===== src/rtl/bsg_mul_accum_pkg.sv =====
// Shared types and sizing helpers for the bsg_mul product accumulator.
package bsg_mul_accum_pkg;

    typedef enum logic {
        eACC = 1'b0,
        eOUT = 1'b1
    } bsg_mul_accum_state_e;

    // Eight guard bits above the full product width.
    function automatic int bsg_mul_accum_acc_width(input int width_p);
        return 2 * width_p + 8;
    endfunction

    function automatic int bsg_mul_accum_cnt_width(input int max_els_p);
        return $clog2(max_els_p + 1);
    endfunction

endpackage


===== src/rtl/bsg_mul_accum_if.sv =====
// Product-beat input and valid/yumi result bundle of the accumulator stage.
interface bsg_mul_accum_if
    import bsg_mul_accum_pkg::*;
#(
    parameter int width_p     = 8,
    parameter int acc_width_p = bsg_mul_accum_acc_width(width_p),
    parameter int cnt_width_p = bsg_mul_accum_cnt_width(256)
);
    logic                   v_i;
    logic [2*width_p-1:0]   prod_i;
    logic                   signed_i;
    logic                   last_i;
    logic                   ready_o;
    logic                   v_o;
    logic [acc_width_p-1:0] data_o;
    logic [cnt_width_p-1:0] cnt_o;
    logic                   ovf_o;
    logic                   yumi_i;

    modport slave (
        input  v_i, prod_i, signed_i, last_i, yumi_i,
        output ready_o, v_o, data_o, cnt_o, ovf_o
    );

    modport master (
        output v_i, prod_i, signed_i, last_i, yumi_i,
        input  ready_o, v_o, data_o, cnt_o, ovf_o
    );
endinterface


===== src/rtl/bsg_mul_accum_add.sv =====
// Extends one product to accumulator width, adds it and flags leaving the range.
module bsg_mul_accum_add
    import bsg_mul_accum_pkg::*;
#(
    parameter int width_p     = 8,
    parameter int acc_width_p = bsg_mul_accum_acc_width(width_p)
) (
    input  logic [acc_width_p-1:0] acc_i,
    input  logic [2*width_p-1:0]   prod_i,
    input  logic                   is_signed_i,
    input  logic                   first_i,
    output logic [acc_width_p-1:0] sum_o,
    output logic                   ovf_inc_o
);
    localparam int msb_lp = acc_width_p - 1;

    logic [acc_width_p-1:0] p_s;
    logic [acc_width_p:0]   wide_s;

    // The first beat of a group loads the product and never flags overflow.
    always_comb begin
        p_s       = {acc_width_p{1'b0}};
        wide_s    = {(acc_width_p + 1){1'b0}};
        sum_o     = {acc_width_p{1'b0}};
        ovf_inc_o = 1'b0;
        if (is_signed_i) begin
            p_s = acc_width_p'($signed(prod_i));
        end else begin
            p_s = acc_width_p'(prod_i);
        end
        wide_s = {1'b0, acc_i} + {1'b0, p_s};
        if (first_i) begin
            sum_o     = p_s;
            ovf_inc_o = 1'b0;
        end else if (is_signed_i) begin
            sum_o     = wide_s[msb_lp:0];
            ovf_inc_o = (acc_i[msb_lp] == p_s[msb_lp]) & (wide_s[msb_lp] != acc_i[msb_lp]);
        end else begin
            sum_o     = wide_s[msb_lp:0];
            ovf_inc_o = wide_s[acc_width_p];
        end
    end
endmodule


===== src/rtl/bsg_mul_accum.sv =====
// Sums groups of bsg_mul products and offers sum, element count and sticky
// overflow on a valid/yumi interface; one bubble cycle separates groups.
module bsg_mul_accum
    import bsg_mul_accum_pkg::*;
#(
    parameter int width_p     = 8,
    parameter int acc_width_p = bsg_mul_accum_acc_width(width_p),
    parameter int max_els_p   = 256
) (
    input  logic            clk_i,
    input  logic            reset_i,
    bsg_mul_accum_if.slave  bus
);
    localparam int cnt_width_lp = bsg_mul_accum_cnt_width(max_els_p);
    localparam logic [cnt_width_lp-1:0] cnt_max_lp = cnt_width_lp'(max_els_p);

    bsg_mul_accum_state_e    state_r, state_n;
    logic                    ready_s, v_s;
    logic                    first_r, signed_r;
    logic [acc_width_p-1:0]  acc_r;
    logic [cnt_width_lp-1:0] cnt_r;
    logic                    ovf_r;
    logic                    accept_s, grp_signed_s, ovf_inc_s;
    logic [acc_width_p-1:0]  sum_s;

    assign accept_s     = bus.v_i & ready_s;
    assign grp_signed_s = first_r ? bus.signed_i : signed_r;

    bsg_mul_accum_add #(
        .width_p     (width_p),
        .acc_width_p (acc_width_p)
    ) add (
        .acc_i       (acc_r),
        .prod_i      (bus.prod_i),
        .is_signed_i (grp_signed_s),
        .first_i     (first_r),
        .sum_o       (sum_s),
        .ovf_inc_o   (ovf_inc_s)
    );

    // FSM state register.
    always_ff @(posedge clk_i) begin
        if (reset_i) begin
            state_r <= eACC;
        end else begin
            state_r <= state_n;
        end
    end

    // FSM next state.
    always_comb begin
        state_n = state_r;
        case (state_r)
            eACC: begin
                if (accept_s && bus.last_i) begin
                    state_n = eOUT;
                end else begin
                    state_n = eACC;
                end
            end
            eOUT: begin
                if (bus.yumi_i) begin
                    state_n = eACC;
                end else begin
                    state_n = eOUT;
                end
            end
            default: state_n = eACC;
        endcase
    end

    // FSM outputs, decoded from the state register only.
    always_comb begin
        ready_s = 1'b0;
        v_s     = 1'b0;
        case (state_r)
            eACC:    ready_s = 1'b1;
            eOUT:    v_s     = 1'b1;
            default: ready_s = 1'b0;
        endcase
    end

    // Accumulator, saturating count, sticky overflow and latched group signedness.
    always_ff @(posedge clk_i) begin
        if (reset_i) begin
            acc_r    <= {acc_width_p{1'b0}};
            cnt_r    <= {cnt_width_lp{1'b0}};
            ovf_r    <= 1'b0;
            first_r  <= 1'b1;
            signed_r <= 1'b0;
        end else if (accept_s) begin
            acc_r    <= sum_s;
            ovf_r    <= (ovf_r & ~first_r) | ovf_inc_s;
            first_r  <= bus.last_i;
            signed_r <= grp_signed_s;
            if (first_r) begin
                cnt_r <= cnt_width_lp'(1);
            end else if (cnt_r != cnt_max_lp) begin
                cnt_r <= cnt_r + cnt_width_lp'(1);
            end
        end
    end

    assign bus.ready_o = ready_s;
    assign bus.v_o     = v_s;
    assign bus.data_o  = acc_r;
    assign bus.cnt_o   = cnt_r;
    assign bus.ovf_o   = ovf_r;
endmodule


===== src/flat_wrapper.sv =====
// flat-port wrapper written by rule: the top's interface ports become plain ports
module bsg_mul_accum_flat import bsg_mul_accum_pkg::*;
#(
    parameter int width_p     = 8,
    parameter int acc_width_p = bsg_mul_accum_acc_width(width_p),
    parameter int max_els_p   = 256
)
  (clk_i, reset_i, bus_v_i, bus_prod_i, bus_signed_i, bus_last_i, bus_yumi_i, bus_ready_o, bus_v_o, bus_data_o, bus_cnt_o, bus_ovf_o);
  bsg_mul_accum_if #(.width_p(width_p), .acc_width_p(acc_width_p), .cnt_width_p(9)) bus_i ();
  input  logic clk_i;
  input  logic reset_i;
  input wire logic [$bits(bus_i.v_i)-1:0] bus_v_i;
  input wire logic [$bits(bus_i.prod_i)-1:0] bus_prod_i;
  input wire logic [$bits(bus_i.signed_i)-1:0] bus_signed_i;
  input wire logic [$bits(bus_i.last_i)-1:0] bus_last_i;
  input wire logic [$bits(bus_i.yumi_i)-1:0] bus_yumi_i;
  output wire logic [$bits(bus_i.ready_o)-1:0] bus_ready_o;
  output wire logic [$bits(bus_i.v_o)-1:0] bus_v_o;
  output wire logic [$bits(bus_i.data_o)-1:0] bus_data_o;
  output wire logic [$bits(bus_i.cnt_o)-1:0] bus_cnt_o;
  output wire logic [$bits(bus_i.ovf_o)-1:0] bus_ovf_o;
  assign bus_i.v_i = bus_v_i;
  assign bus_i.prod_i = bus_prod_i;
  assign bus_i.signed_i = bus_signed_i;
  assign bus_i.last_i = bus_last_i;
  assign bus_i.yumi_i = bus_yumi_i;
  assign bus_ready_o = bus_i.ready_o;
  assign bus_v_o = bus_i.v_o;
  assign bus_data_o = bus_i.data_o;
  assign bus_cnt_o = bus_i.cnt_o;
  assign bus_ovf_o = bus_i.ovf_o;
  bsg_mul_accum #(.width_p(width_p), .acc_width_p(acc_width_p), .max_els_p(max_els_p)) u_core (.clk_i(clk_i), .reset_i(reset_i), .bus(bus_i));
endmodule

===== config.mk =====
export PLATFORM = sky130hd
export DESIGN_NAME = bsg_mul_accum_flat
export DESIGN_NICKNAME = d
export VERILOG_FILES = /design/src/rtl/bsg_mul_accum_pkg.sv /design/src/rtl/bsg_mul_accum_if.sv /design/src/rtl/bsg_mul_accum_add.sv /design/src/rtl/bsg_mul_accum.sv /design/src/flat_wrapper.sv
export SDC_FILE = /design/constraint.sdc
export NUM_CORES = 1
export LEC_CHECK = 0
export ABC_AREA = 0
export CORE_MARGIN = 2
export CORE_UTILIZATION = 64
export DETAILED_ROUTE_END_ITERATION = 10
export DONT_BUFFER_PORTS = 1
export PLACE_DENSITY = 0.78
export RECOVER_POWER = 25
export SETUP_SLACK_MARGIN = 0.05
export SYNTH_ARGS = -nofsm -noshare
export SYNTH_HDL_FRONTEND = slang
export SYNTH_SLANG_ARGS = --single-unit

===== constraint.sdc =====
create_clock -name clk_i -period 3.1 [get_ports clk_i]
set_clock_uncertainty 0.15 [all_clocks]
set_input_delay 0.465 -clock clk_i [delete_from_list [all_inputs] [get_ports clk_i]]
set_output_delay 0.465 -clock clk_i [all_outputs]
set_load 0.1 [all_outputs]

* After elaboration in Yosys (flattened, before gate mapping)
Cells that the tools add are included.
Widths: inputs -> output; s select.
** Operators by class
- Reduce and logical (&&, ||, !) cells :: 3
- Multiplexer cells :: 12
- Equal/unequal tests :: 3
- Add/sub/neg operators :: 2
- Bitwise logic cells :: 6
** Operator list (count)
- $mux 24 :: 2
- $add 24x24->25 :: 1
- $mux 9 :: 2
- $add 9x1->9 const B :: 1
- $ne 9x9->1 const B :: 1
- $mux 1 :: 7
- $and 1x1->1 :: 3
- $not 1->1 :: 2
- $pmux 1 s2 :: 1
- $reduce_and 2->1 :: 1
- $reduce_bool 2->1 :: 1
- $eq 1x1->1 :: 1
- $logic_and 1x1->1 :: 1
- $ne 1x1->1 :: 1
- $or 1x1->1 :: 1
** Word-level totals
- Logic and storage cells :: 32
- Register bits after elaboration :: 37
- Output and inout port bits :: 36

* Logic depth before layout (Yosys ltp)
Gate-level depths: netlist of run 1.
- Depth after elaboration :: 8
- Depth in mapped cells :: 11
- Depth with buffers taken out :: 11

* Hierarchy
Synthesis of run 1 repeated with hierarchy kept, for this count alone.
** Unflattened totals
- Cell total of the unflattened synthesis :: 450
- Area, all modules :: 3184.3 um^2
** By module, submodules not included
- bsg_mul_accum_add :: instances 1, cells an instance 257, sequential area each 0.0 um^2, area each 1660.3 um^2
- bsg_mul_accum :: instances 1, cells an instance 193, sequential area each 740.7 um^2, area each 1524.0 um^2

* Worst setup path before layout of run 1
No wires, ideal clock.
- Kind :: reg-to-reg
- Start point :: register u_core.acc_r[0], in the netlist u_core.bus.data_o[0]
- End point :: register u_core.acc_r[22], in the netlist u_core.bus.data_o[22]
- Path slack :: -0.354 ns
- Clock period less this slack :: 3.454 ns
- Library setup time :: 0.116 ns
- Cell stages (with the launch flop) :: 12
- Arrival :: 3.187 ns
- Cells stage by stage :: dfxtp_1 ha_1 inv_1 fa_1 and2b_1 o211ai_1 a21boi_1 o221ai_2 a221o_1 a21oi_1 o21ai_1 a31o_1
** On the way
- Word-level cells in the longest chain between the ends :: 2
** Ends and longest elaborated chain
- start: declaration :: RTL line bsg_mul_accum.sv:20 : logic [acc_width_p-1:0] acc_r;
- start signal: assignment :: RTL line bsg_mul_accum.sv:86 : acc_r <= {acc_width_p{1'b0}};
- start signal: assignment :: RTL line bsg_mul_accum.sv:92 : acc_r <= sum_s;
- $add 24x24->25 :: RTL line bsg_mul_accum_add.sv:31 : wide_s = {1'b0, acc_i} + {1'b0, p_s};
- $mux 24 :: RTL line bsg_mul_accum_add.sv:32 : if (first_i) begin
No other way between the ends.
A chain may end at the register's enable or synchronous reset.

* Worst setup path after layout of run 1
Same ends and word-level chain as after synthesis.

==> impl_results.rst, run 1 <==
.. list-table::
   :header-rows: 1

   * - Metric
     - Value
   * - Largest driver fanout on the critical path
     - 4
   * - Seq. cell area
     - 751 µm²
   * - Global placer's final weighted congestion
     - 0.964
   * - Cts bufs inserted
     - 5
   * - Number of max-capacitance violations reported
     - 0
   * - Post-Synthesis Cells
     - 384
   * - Via count
     - 2,931
   * - Endpoint of the worst-slack reg-to-reg timing path
     - u_core.bus.data_o[22]
   * - Fraction of layout instances using a drive strength above 1
     - 14.6%
   * - Total overflow reported by the global router
     - 0
   * - CTS tree
     - done
   * - First-pass GRT wire length
     - 12,500 µm
   * - Number of search-and-repair iterations in the first detailed-routing pass
     - 5
   * - Path category of the worst min-delay check
     - input port to register
   * - Post-synth top flop
     - dfxtp_1
   * - Floorplan die height
     - 71.6 µm
   * - Share of the clock period used by the worst path
     - 92.7%
   * - Cell area power density
     - 478 nW/µm²
   * - CP startpoint kind
     - register
   * - DR iter-0 viols
     - 224
   * - Slew Limit Headroom
     - 18.6%
   * - # H-tree levels
     - 2
   * - Slew at the pin with the worst max-slew slack
     - 1.22 ns
   * - Drt total wl
     - 7270 µm
   * - Ant. Diodes
     - 0
   * - Final max-slew violation count
     - 0
   * - Width of the chip
     - 71.6 µm
   * - Mapped Area
     - 2930 µm²
   * - Total number of nets in the final design
     - 450
   * - Kind of end point of the critical path
     - register
   * - Lkg Pwr
     - 1.33 nW
   * - Fmax achieved
     - 348 MHz
   * - Post-detailed-route via-to-cell ratio
     - 6.34
   * - Number of flops mapped to enable cells by yosys
     - 0
   * - Port buffer count
     - 0
   * - Worst setup slack for register-to-register paths
     - 0.23 ns
   * - Initial cell density of the core
     - 66.8%
   * - Total setup violations reported at the end of the flow
     - 0
   * - Result of the run
     - completed
   * - Area of the die
     - 5130 µm²
   * - Destination of the critical timing path
     - u_core.bus.data_o[22]
   * - Beginning of the worst register-to-register path
     - u_core.bus.data_o[0]
   * - Maximum number of pins on one net before global-route repair
     - 34
   * - Cell chosen for the clock root
     - clkbuf_8
   * - Critical path class
     - register to register
   * - Per-instance average area after synthesis
     - 7.62 µm²
   * - Post-detailed-placement half-perimeter wirelength
     - 5220 µm
   * - Area growth from synthesis to layout
     - 10.2%
   * - DRC violation count after routing
     - 0
   * - Clock slew at reported path FFs
     - 0.08 ns
   * - PostCTS Resize Cnt
     - 0
   * - Synthesized flop and latch total
     - 37
   * - Per-cell routed wire length
     - 15.7 µm
   * - Net count after synthesis
     - 425
   * - Clock latency on the worst-skew pair
     - 0.29 ns
   * - Area used by multi-input combinational logic
     - 2030 µm²
   * - Sequential area share after synthesis
     - 25.3%
   * - Num ports
     - 58
   * - Fill cells
     - 377
   * - Unrepaired setup endpoints after global routing
     - false
   * - Number of failing hold endpoints at the final stage
     - 0
   * - Antenna violations before repair
     - 0
   * - Data arrival time of the critical path
     - 2.91 ns
   * - Required time of the critical path
     - 3.13 ns
   * - Total negative slack
     - 0 ns
   * - Final Critical Period
     - 2.87 ns
   * - Core region area
     - 4380 µm²
   * - Number of global-route vias before repair
     - 2,858
   * - Worst supply voltage drop on vdd
     - 238 µV
   * - Post-route ant nets
     - 0
   * - Number of different library cells in the post-synthesis netlist
     - 62
   * - Post-CTS Setup Inserts
     - 0
   * - Share of flip-flops with an asynchronous set or reset
     - 0%
   * - Reg2Reg Depth
     - 11
   * - Cell area after placement
     - 3200 µm²
   * - Cell Rows
     - 24
   * - Total GRT Usage
     - 29.7%
   * - Final cell area excluding filler cells
     - 3230 µm²
   * - Clk buf depth
     - 2
   * - Total number of yosys warnings
     - 0
   * - Worst setup startpoint
     - u_core.bus.data_o[0]
   * - Post-CTS Hold Fix Bufs
     - 0
   * - Clk sink count
     - 37
==> placed cells by master, fill, tap and decap left out, types with 3 or more instances in the layout <==
master    count
o211ai_1      7
ha_1         18
nand3_1      17
o21ai_1       7
or3_1         4
inv_1        12
and2_1        3
nor2b_1       4
o21a_1        4
nor3b_1       3
a31oi_1      10
a211oi_1      8
o21ai_0      20
xor2_1       12
buf_4        24
clkbuf_8      5
nand4_1       4
nor2_1       32
nand2_1      46
dfxtp_2       8
nor3_1       13
a21oi_1      20
nand2b_1      3
mux2i_1       4
and3_1        8
xnor2_1      10
clkbuf_1     16
dfxtp_1      29
a21o_1        6
a21oi_2       3
==> critical path: stages, from the launching register on <==
cell,delay (ns)
dfxtp_2,0.33
ha_1,0.17
inv_1,0.06
fa_1,0.36
and2b_1,0.23
o211ai_1,0.10
a21boi_1,0.24
o221ai_2,0.21
a221o_1,0.43
a21oi_1,0.17
o21ai_1,0.09
a31o_1,0.22
==> kinds of logic (layout without fill, tap and decap cells) <==
family	Yosys count	after routing	share of synthesized area [%]
buffers and inverters	35	61	5.30
adder cells (fa/ha/maj)	19	19	8.38
AO/OA/AOI/OAI	114	114	27.1
AND/OR/NAND/NOR	151	151	25.0
XOR/XNOR	22	22	6.58
flip-flops	37	37	25.3
multiplexers	6	6	2.39
==> worst min-delay path by stage <==
stage,endpoint,slack [ns],depth (start not counted),start
after floorplan,u_core.signed_r,0.31,2,u_core.signed_r
after global routing,u_core.state_r,0.07,1,reset_i
after detailed placement,u_core.signed_r,0.34,2,u_core.signed_r
after CTS,u_core.state_r,0.07,1,reset_i
final,u_core.state_r,0.08,1,reset_i
after global placement,u_core.signed_r,0.33,2,u_core.signed_r
==> cells in the mapped netlist (4+ instances only) <==
cell / n / share of area [%]
nand2_1: 46 / 5.9
dfxtp_1: 37 / 25
nor2_1: 32 / 4.1
a21oi_1: 20 / 3.4
o21ai_0: 20 / 3.4
clkbuf_1: 18 / 2.3
ha_1: 18 / 7.7
nand3_1: 17 / 2.9
inv_1: 13 / 1.7
nor3_1: 13 / 2.2
xor2_1: 12 / 3.6
a31oi_1: 10 / 2.1
xnor2_1: 10 / 3.0
a211oi_1: 8 / 2.1
and3_1: 8 / 1.7
o211ai_1: 7 / 1.8
o21ai_1: 7 / 1.2
a21o_1: 6 / 1.5
mux2i_1: 4 / 1.4
nand4_1: 4 / 0.85
nor2b_1: 4 / 0.85
o21a_1: 4 / 1.0
or3_1: 4 / 0.85
==> per-layer routing <==
metal / vias to the layer above / wire, µm / GRT usage [%]
li1: 1435 / - / -
met1: 1343 / 3050 / 36.4
met2: 132 / 3450 / 51.3
met3: 21 / 618 / 7.17
met4: 0 / 156 / 9.64
met5: - / 0 / 0
==> where the power goes <==
| part | internal [W] | total [W] | leakage [nW] | switching [W] |
|---|---|---|---|---|
| sequential | 0.000509 | 0.000541 | 0.307 | 0.0000315 |
| clock | 0.000155 | 0.000334 | 0.0439 | 0.000179 |
| combinational | 0.000190 | 0.000668 | 0.982 | 0.000478 |
==> cell type report <==
type | instances | area share, %
Tap cell | 52 | 2.02
Clock buffer | 5 | 2.13
Multi-Input combinational cell | 312 | 63.0
Timing Repair Buffer | 40 | 7.45
Sequential cell | 37 | 23.3
Inverter | 13 | 1.63
Clock inverter | 3 | 0.543
==> registers in the layout (all words and copies together) (netlist names) <==
signal and flops:
u_core.bus.cnt_o 9, u_core.bus.data_o 24, u_core.bus.ovf_o 1, u_core.first_r 1, u_core.signed_r 1, u_core.state_r 1
==> through the flow <==
stage	util, %	setup slack [ns]	instances	total power (W)	hold WS, ns
2_1_floorplan	-	-0.00899	384	0.00111	0.312
3_3_place_gp	73.1	0.213	454	0.00122	0.326
3_5_place_dp	73.1	0.160	454	0.00122	0.341
4_1_cts	75.0	0.249	462	0.00156	0.0668
5_1_grt	73.6	0.0543	462	0.00162	0.0668
6_report	73.6	0.226	462	0.00154	0.0761
Note: power is estimated with default switching activity, not from simulation.
==> run 2: changes to the inputs <==
--- a/config.mk
+++ b/config.mk
@@ -10,6 +10,7 @@
 export CORE_UTILIZATION = 64
 export DETAILED_ROUTE_END_ITERATION = 10
 export DONT_BUFFER_PORTS = 1
+export HOLD_SLACK_MARGIN = 0.1
 export PLACE_DENSITY = 0.78
 export RECOVER_POWER = 25
 export SETUP_SLACK_MARGIN = 0.05
==> run 2 against run 1 <==
Net effect: sequential power about the same; register-to-register slack about the same; maximum frequency about the same; worst setup slack worse by 0.0013 ns; critical path depth unchanged; critical path type unchanged.
==> impl_results.rst, run 2 (synthesized netlist as in run 1, its figures left out) <==
.. list-table::
   :header-rows: 1

   * - Metric
     - Value
   * - Number of failing hold endpoints at the final stage
     - 0 (unchanged)
   * - Post-detailed-placement half-perimeter wirelength
     - 5220 µm (unchanged)
   * - Global placer's final weighted congestion
     - 0.964 (unchanged)
   * - Commonest non-fill, non-tap cells in the layout
     - nand2_1 (46), nor2_1 (32), dfxtp_1 (28), buf_4 (22)
   * - Width of the chip
     - 71.6 µm (unchanged)
   * - Cell area after placement
     - 3200 µm² (unchanged)
   * - Post-detailed-route via-to-cell ratio
     - 6.33 (-0.28%)
   * - Number of global-route vias before repair
     - 2,866 (+0.28%)
   * - Unrepaired setup endpoints after global routing
     - false
   * - Final cell area excluding filler cells
     - 3230 µm² (+0.19%)
   * - Lkg Pwr
     - 1.33 nW (-0.20%)
   * - Cell Rows
     - 24 (unchanged)
   * - Final max-slew violation count
     - 0 (unchanged)
   * - Num ports
     - 58 (unchanged)
   * - Clk sink count
     - 37 (unchanged)
   * - Clock slew at reported path FFs
     - 0.08 ns (about the same)
   * - Worst supply voltage drop on vdd
     - 239 µV (+0.30%)
   * - Slew at the pin with the worst max-slew slack
     - 1.28 ns (+0.0595 ns)
   * - Floorplan die height
     - 71.6 µm (unchanged)
   * - Overall power
     - 0.00155 W (+0.25%)
   * - Final-layout worst hold slack
     - 0.108 ns (+0.0324 ns)
   * - Number of search-and-repair iterations in the first detailed-routing pass
     - 5 (unchanged)
   * - Slew Limit Headroom
     - 14.7% (-4.0 points)
   * - Total setup violations reported at the end of the flow
     - 0 (unchanged)
   * - Cell area power density
     - 479 nW/µm² (about the same)
   * - Kind of cell adding the most delay to the critical path
     - compound AO/OA/AOI/OAI gates
   * - CP startpoint kind
     - register
   * - Largest driver fanout on the critical path
     - 4 (unchanged)
   * - Critical path class
     - register to register
   * - Via count
     - 2,929 (-0.068%)
   * - Total number of nets in the final design
     - 451 (+0.22%)
   * - Worst setup slack for register-to-register paths
     - 0.22 ns (about the same)
   * - Antenna violations before repair
     - 0 (unchanged)
   * - Core region area
     - 4380 µm² (unchanged)
   * - Min setup slack post-route
     - 0.225 ns (-0.00130 ns)
   * - CP bufs+invs
     - 1 (unchanged)
   * - Fill cells
     - 377 (unchanged)
   * - Beginning of the worst register-to-register path
     - u_core.bus.data_o[0]
   * - Area of the die
     - 5130 µm² (unchanged)
   * - Maximum number of pins on one net before global-route repair
     - 34 (unchanged)
   * - Number of max-capacitance violations reported
     - 0 (unchanged)
   * - Most frequent standard cell in the layout excluding fill and tap cells
     - nand2_1
   * - Area growth from synthesis to layout
     - 10.4%
   * - Total negative slack
     - 0 ns (unchanged)
   * - Cell chosen for the clock root
     - clkbuf_8
   * - Total overflow reported by the global router
     - 0 (unchanged)
   * - Fraction of layout instances using a drive strength above 1
     - 14.6% (-0.036 points)
   * - DR iter-0 viols
     - 241 (+7.6%)
   * - Clock latency on the worst-skew pair
     - 0.29 ns (about the same)
   * - First-pass GRT wire length
     - 12,600 µm (+0.50%)
   * - Total GRT Usage
     - 29.9% (+0.21 points)
   * - List of cells traversed by the critical path
     - ha_1 > inv_1 > fa_1 > and2b_1 > o211ai_1 > a21boi_1 > o221ai_2 > a221o_1 > a21oi_1 > o21ai_1 > a31o_1
   * - Per-cell routed wire length
     - 15.9 µm (+0.90%)
   * - Post-route ant nets
     - 0 (unchanged)
   * - Clk buf depth
     - 2 (unchanged)
   * - Cts bufs inserted
     - 5 (unchanged)
   * - Reg2Reg Depth
     - 11 (unchanged)
   * - Worst Min Path Start
     - reset_i
   * - Required time of the critical path
     - 3.13 ns (about the same)
   * - Ant. Diodes
     - 0 (unchanged)
   * - Fmax achieved
     - 348 MHz (about the same)
   * - CTS tree
     - done
   * - Endpoint of the worst-slack reg-to-reg timing path
     - u_core.bus.data_o[22]
   * - Flip-flop count of the largest register after layout
     - 24 (unchanged)
   * - Max incr delay on CP
     - 0.43 ns (about the same)
   * - Kind of end point of the critical path
     - register
   * - # H-tree levels
     - 2 (unchanged)
   * - Data arrival time of the critical path
     - 2.91 ns (about the same)
   * - Initial cell density of the core
     - 66.8% (unchanged)
   * - End of the worst hold path
     - u_core.bus.data_o[16]
   * - Worst hold path stage count
     - 1 (unchanged)
   * - Path category of the worst min-delay check
     - input port to register
   * - Dpl ws
     - 0.160 ns (unchanged)
   * - Port buffer count
     - 0 (unchanged)
   * - Share of the clock period used by the worst path
     - 92.7% (about the same)
   * - Final Critical Period
     - 2.88 ns (+0.00130 ns)
   * - Result of the run
     - completed
   * - Drt total wl
     - 7360 µm (+1.1%)
   * - Crit-path slowest cell
     - a221o_1
   * - DRC violation count after routing
     - 0 (unchanged)
==> run 2: report_power, final <==
group          leakage (nW)  internal (W)  switching (W)
Combinational         0.979      0.000190       0.000483
Clock                0.0439      0.000155       0.000177
Sequential            0.307      0.000510      0.0000317
==> run 2: worst max path at each step <==
| stage | startpoint | to | slack (ns) | cells after the start |
|---|---|---|---|---|
| 3_3_place_gp | bus_prod_i[0] | u_core.bus.data_o[22] | 0.21 | 11 |
| 2_1_floorplan | u_core.bus.data_o[0] | u_core.bus.data_o[22] | -0.009 | 11 |
| 4_1_cts | u_core.bus.data_o[0] | u_core.bus.data_o[22] | 0.25 | 11 |
| 5_1_grt | u_core.bus.data_o[0] | u_core.bus.data_o[22] | 0.05 | 11 |
| 6_report | u_core.bus.data_o[0] | u_core.bus.data_o[22] | 0.22 | 11 |
| 3_5_place_dp | bus_prod_i[0] | u_core.bus.data_o[22] | 0.16 | 11 |
==> run 2: through the flow <==
stage               util [%]  std cells
finish                  73.7        463
global route            73.7        463
floorplan                  -        384
detailed placement      73.1        454
global placement        73.1        454
CTS                     75.3        463
==> run 2: area by class of cell <==
cell class	instances	area [µm²]	area share (%)
Clock buffer	5	68.8	2.13
Clock inverter	3	17.5	0.542
Inverter	13	52.6	1.63
Multi-Input combinational cell	312	2030	62.9
Sequential cell	37	752	23.3
Tap cell	52	65.1	2.01
Timing Repair Buffer	41	243	7.51
==> run 2: what timing repair did <==
item                      in CTS  in global routing
buffers inserted               0                  0
gates resized for setup        0                  0
hold buffers                   1                  0
hold endpoints to repair      19                  0
==> run 2: per-layer routing <==
metal	GRT usage, %	up-vias	wire length (µm)
met3	7.17	18	607
met5	0	-	0
met1	36.5	1334	3070
li1	-	1440	-
met2	51.5	137	3550
met4	10.5	0	130
==> run 3: changes to the inputs <==
--- a/config.mk
+++ b/config.mk
@@ -5,11 +5,12 @@
 export SDC_FILE = /design/constraint.sdc
 export NUM_CORES = 1
 export LEC_CHECK = 0
-export ABC_AREA = 0
+export ABC_AREA = 1
 export CORE_MARGIN = 2
 export CORE_UTILIZATION = 64
 export DETAILED_ROUTE_END_ITERATION = 10
 export DONT_BUFFER_PORTS = 1
+export GPL_ROUTABILITY_DRIVEN = 0
 export HOLD_SLACK_MARGIN = 0.1
 export PLACE_DENSITY = 0.78
 export RECOVER_POWER = 25
==> run 3 against run 2 <==
Net effect: clock power increased by 5%; worst hold slack improved by 0.068 ns; highest routed layer unchanged; critical endpoint is now u_core.bus.ovf_o; global-route usage increased by 2.2 points; sequential cell count unchanged; critical path type unchanged; design area increased by 3.0%; sequential power decreased by 1%; synthesized area increased by 2.6%; maximum frequency increased by 10%.
==> impl_results.rst, run 3 <==
.. list-table::
   :header-rows: 1

   * - Metric
     - Value
   * - Path category of the worst min-delay check
     - input port to register
   * - Port buffer count
     - 0 (unchanged)
   * - Largest driver fanout on the critical path
     - 4 (unchanged)
   * - Beginning of the worst register-to-register path
     - u_core.bus.data_o[22]
   * - # H-tree levels
     - 2 (unchanged)
   * - Floorplan die height
     - 72.5 µm (+1.2%)
   * - Reg2Reg Depth
     - 13 (+2)
   * - Post-detailed-placement half-perimeter wirelength
     - 6000 µm (+15%)
   * - Post-CTS Setup Inserts
     - 0 (unchanged)
   * - Cell area after placement
     - 3290 µm² (+2.6%)
   * - Total number of nets in the final design
     - 548 (+22%)
   * - Cell Rows
     - 24 (unchanged)
   * - Final max-slew violation count
     - 0 (unchanged)
   * - Sequential area share after synthesis
     - 24.7% (-0.64 points)
   * - Post-detailed-route via-to-cell ratio
     - 5.84 (-7.7%)
   * - Kind of cell adding the most delay to the critical path
     - buffers and inverters
   * - First-pass GRT wire length
     - 13,600 µm (+7.8%)
   * - Number of global-route vias before repair
     - 3,118 (+8.8%)
   * - Endpoint of the worst-slack reg-to-reg timing path
     - u_core.bus.ovf_o
   * - Destination of the critical timing path
     - u_core.bus.ovf_o
   * - Number of different library cells in the post-synthesis netlist
     - 39 (-37%)
   * - Total setup violations reported at the end of the flow
     - 0 (unchanged)
   * - Total negative slack
     - 0 ns (unchanged)
   * - Area contributors post-synth
     - dfxtp_1 (25%), nand2_1 (14%), a21oi_1 (7.5%), ha_1 (7.5%), inv_1 (6.9%)
   * - Clock slew at reported path FFs
     - 0.08 ns (about the same)
   * - Cts bufs inserted
     - 5 (unchanged)
   * - Finished Core Util
     - 74.9% (+1.2 points)
   * - Area of the die
     - 5260 µm² (+2.5%)
   * - Final cell area excluding filler cells
     - 3330 µm² (+3.0%)
   * - Top-area cell type share of the netlist area
     - 24.7% (-0.64 points)
   * - Clk buf depth
     - 2 (unchanged)
   * - Number of flops mapped to enable cells by yosys
     - 0 (unchanged)
   * - Number of failing hold endpoints at the final stage
     - 0 (unchanged)
   * - Post-route ant nets
     - 0 (unchanged)
   * - Worst supply voltage drop on vdd
     - 296 µV (+24%)
   * - Clk sink count
     - 37 (unchanged)
   * - Cell area power density
     - 463 nW/µm² (-3.3%)
   * - Highest signal layer in the routed design
     - met4
   * - List of cells traversed by the critical path
     - clkbuf_1 > inv_1 > nand2_1 > nand2_1 > inv_2 > nand2_2 > nor2_4 > nand2_1 > nand3_2 > nand2_1 > nand3_1 > nand2_1 > a21oi_2
   * - Mapped Area
     - 3000 µm² (+2.6%)
   * - Unrepaired setup endpoints after global routing
     - false
   * - CP bufs+invs
     - 3 (+2)
   * - Kind of end point of the critical path
     - register
   * - CTS tree
     - done
   * - Cell chosen for the clock root
     - clkbuf_8
   * - Wire length the detailed router placed on met1
     - 3520 µm (+15%)
   * - Crit-path slowest cell
     - clkbuf_1
   * - Number of max-capacitance violations reported
     - 0 (unchanged)
   * - Critical path class
     - register to register
   * - Cell with the most instances on the worst path
     - nand2_1
   * - Share of the clock period used by the worst path
     - 84.2% (-8.5 points)
   * - Fraction of layout instances using a drive strength above 1
     - 13.0% (-1.6 points)
   * - Data arrival time of the critical path
     - 2.70 ns (-0.21 ns)
   * - Area growth from synthesis to layout
     - 10.9%
   * - Post-Synthesis Cells
     - 474 (+23%)
   * - Flip-flop count of the largest register after layout
     - 24 (unchanged)
   * - Ant. Diodes
     - 0 (unchanged)
   * - Net count after synthesis
     - 515 (+21%)
   * - DR iter-0 viols
     - 189 (-22%)
   * - Antenna violations before repair
     - 0 (unchanged)
   * - Total number of yosys warnings
     - 0 (unchanged)
   * - Commonest non-fill, non-tap cells in the layout
     - nand2_1 (110), inv_1 (55), nor2_1 (51), a21oi_1 (45), dfxtp_1 (37)
   * - Worst setup startpoint
     - u_core.bus.data_o[22]
   * - Initial cell density of the core
     - 67.6% (+0.82 points)
   * - Num ports
     - 58 (unchanged)
   * - Worst hold path stage count
     - 2 (+1)
   * - Share of flip-flops with an asynchronous set or reset
     - 0% (unchanged)
   * - Overall power
     - 0.00154 W (-0.42%)
   * - Via count
     - 3,271 (+12%)
   * - Final Critical Period
     - 2.61 ns (-0.264 ns)
   * - Required time of the critical path
     - 3.19 ns (+0.06 ns)
   * - Total GRT Usage
     - 32.2% (+2.2 points)
   * - Most common cell in the netlist
     - nand2_1
   * - Core region area
     - 4440 µm² (+1.4%)
   * - Total overflow reported by the global router
     - 0 (unchanged)
   * - DRC violation count after routing
     - 0 (unchanged)
   * - Width of the chip
     - 72.5 µm (+1.2%)
   * - Slew at the pin with the worst max-slew slack
     - 1.32 ns (+0.0364 ns)
   * - Worst setup slack for register-to-register paths
     - 0.49 ns (+0.26 ns)
   * - Post-synth top flop
     - dfxtp_1
   * - Result of the run
     - completed
   * - Most frequent cells after synthesis
     - nand2_1 (110), inv_1 (55), nor2_1 (51)
   * - Met3 wire length
     - 593 µm (-2.3%)
   * - Slew Limit Headroom
     - 12.2% (-2.4 points)
   * - Per-cell routed wire length
     - 14.3 µm (-9.7%)
   * - Fmax achieved
     - 383 MHz (+10%)
   * - Most frequent standard cell in the layout excluding fill and tap cells
     - nand2_1
   * - Lkg Pwr
     - 1.55 nW (+17%)
   * - Library cell occupying the most area in the post-synthesis netlist
     - dfxtp_1
   * - Drt total wl
     - 8040 µm (+9.2%)
   * - Clock latency on the worst-skew pair
     - 0.30 ns (about the same)
   * - Max incr delay on CP
     - 0.96 ns (+0.53 ns)
   * - Maximum number of pins on one net before global-route repair
     - 28 (-18%)
   * - Per-instance average area after synthesis
     - 6.34 µm² (-17%)
   * - WP depth
     - 13 (+2)
   * - PostCTS Resize Cnt
     - 0 (unchanged)
   * - Synthesized flop and latch total
     - 37 (unchanged)
   * - Met2 wire len
     - 3820 µm (+7.6%)
   * - CP startpoint kind
     - register
   * - Number of search-and-repair iterations in the first detailed-routing pass
     - 5 (unchanged)
==> run 3: cell count changes after synthesis, moves of 11 or more <==
cell	previous run	this run
a21oi_1	20	45
clkbuf_1	18	7
inv_1	13	55
nand2_1	46	110
nand3_1	17	35
nor2_1	32	51
o21ai_0	20	35
==> run 3: area by class of cell <==
class	instances	area, µm²
clock inverter	3	17.5
clock buffer	5	68.8
tap	52	65.1
sequential	37	741
fill	388	1110
multi-input combinational	363	1970
inverter	63	241
timing repair buffer	37	228
==> run 3: power breakdown <==
part | switching (W) | leakage, nW | internal (W)
Combinational | 0.000497 | 1.20 | 0.000159
Clock | 0.000194 | 0.0439 | 0.000155
Sequential | 0.0000284 | 0.304 | 0.000506
Total | 0.000719 | 1.55 | 0.000821
==> run 3: timing repair <==
item	in CTS	in global routing
hold endpoints to repair	17	0
endpoints found under the setup margin	0	0
hold buffers	1	0
==> run 3: kinds of logic (layout without fill, tap and decap cells) <==
family / count (synthesis) / after routing / share of synthesized area, %
simple gates: 234 / 234 / 36.0
compound gates: 99 / 99 / 18.1
buf+inv: 74 / 108 / 9.79
flops: 37 / 37 / 24.7
fa+ha+maj: 19 / 19 / 8.17
xor+xnor: 11 / 11 / 3.21
==> run 3: worst min path at each step <==
stage | from | end | slack (ns)
floorplan | u_core.signed_r | u_core.signed_r | 0.32
global placement | u_core.bus.cnt_o[3] | u_core.bus.cnt_o[3] | 0.31
detailed placement | u_core.bus.cnt_o[3] | u_core.bus.cnt_o[3] | 0.31
CTS | bus_prod_i[2] | u_core.bus.data_o[2] | 0.17
global route | bus_prod_i[0] | u_core.bus.data_o[0] | 0.18
finish | bus_prod_i[0] | u_core.bus.data_o[0] | 0.18
==> run 3: per-stage QoR <==
stage,instances,worst slack [ns],hold WS (ns)
after floorplan,474,0.0871,0.324
after detailed placement,551,0.487,0.310
after global placement,551,0.555,0.309
after CTS,560,0.594,0.174
after global routing,560,0.322,0.184
final,560,0.489,0.177
==> run 3: routing by layer <==
layer,global-route usage [%],vias up
li1,-,1632
met1,40.2,1497
met2,54.5,130
met3,7.36,12
met4,11.3,0
met5,0,-
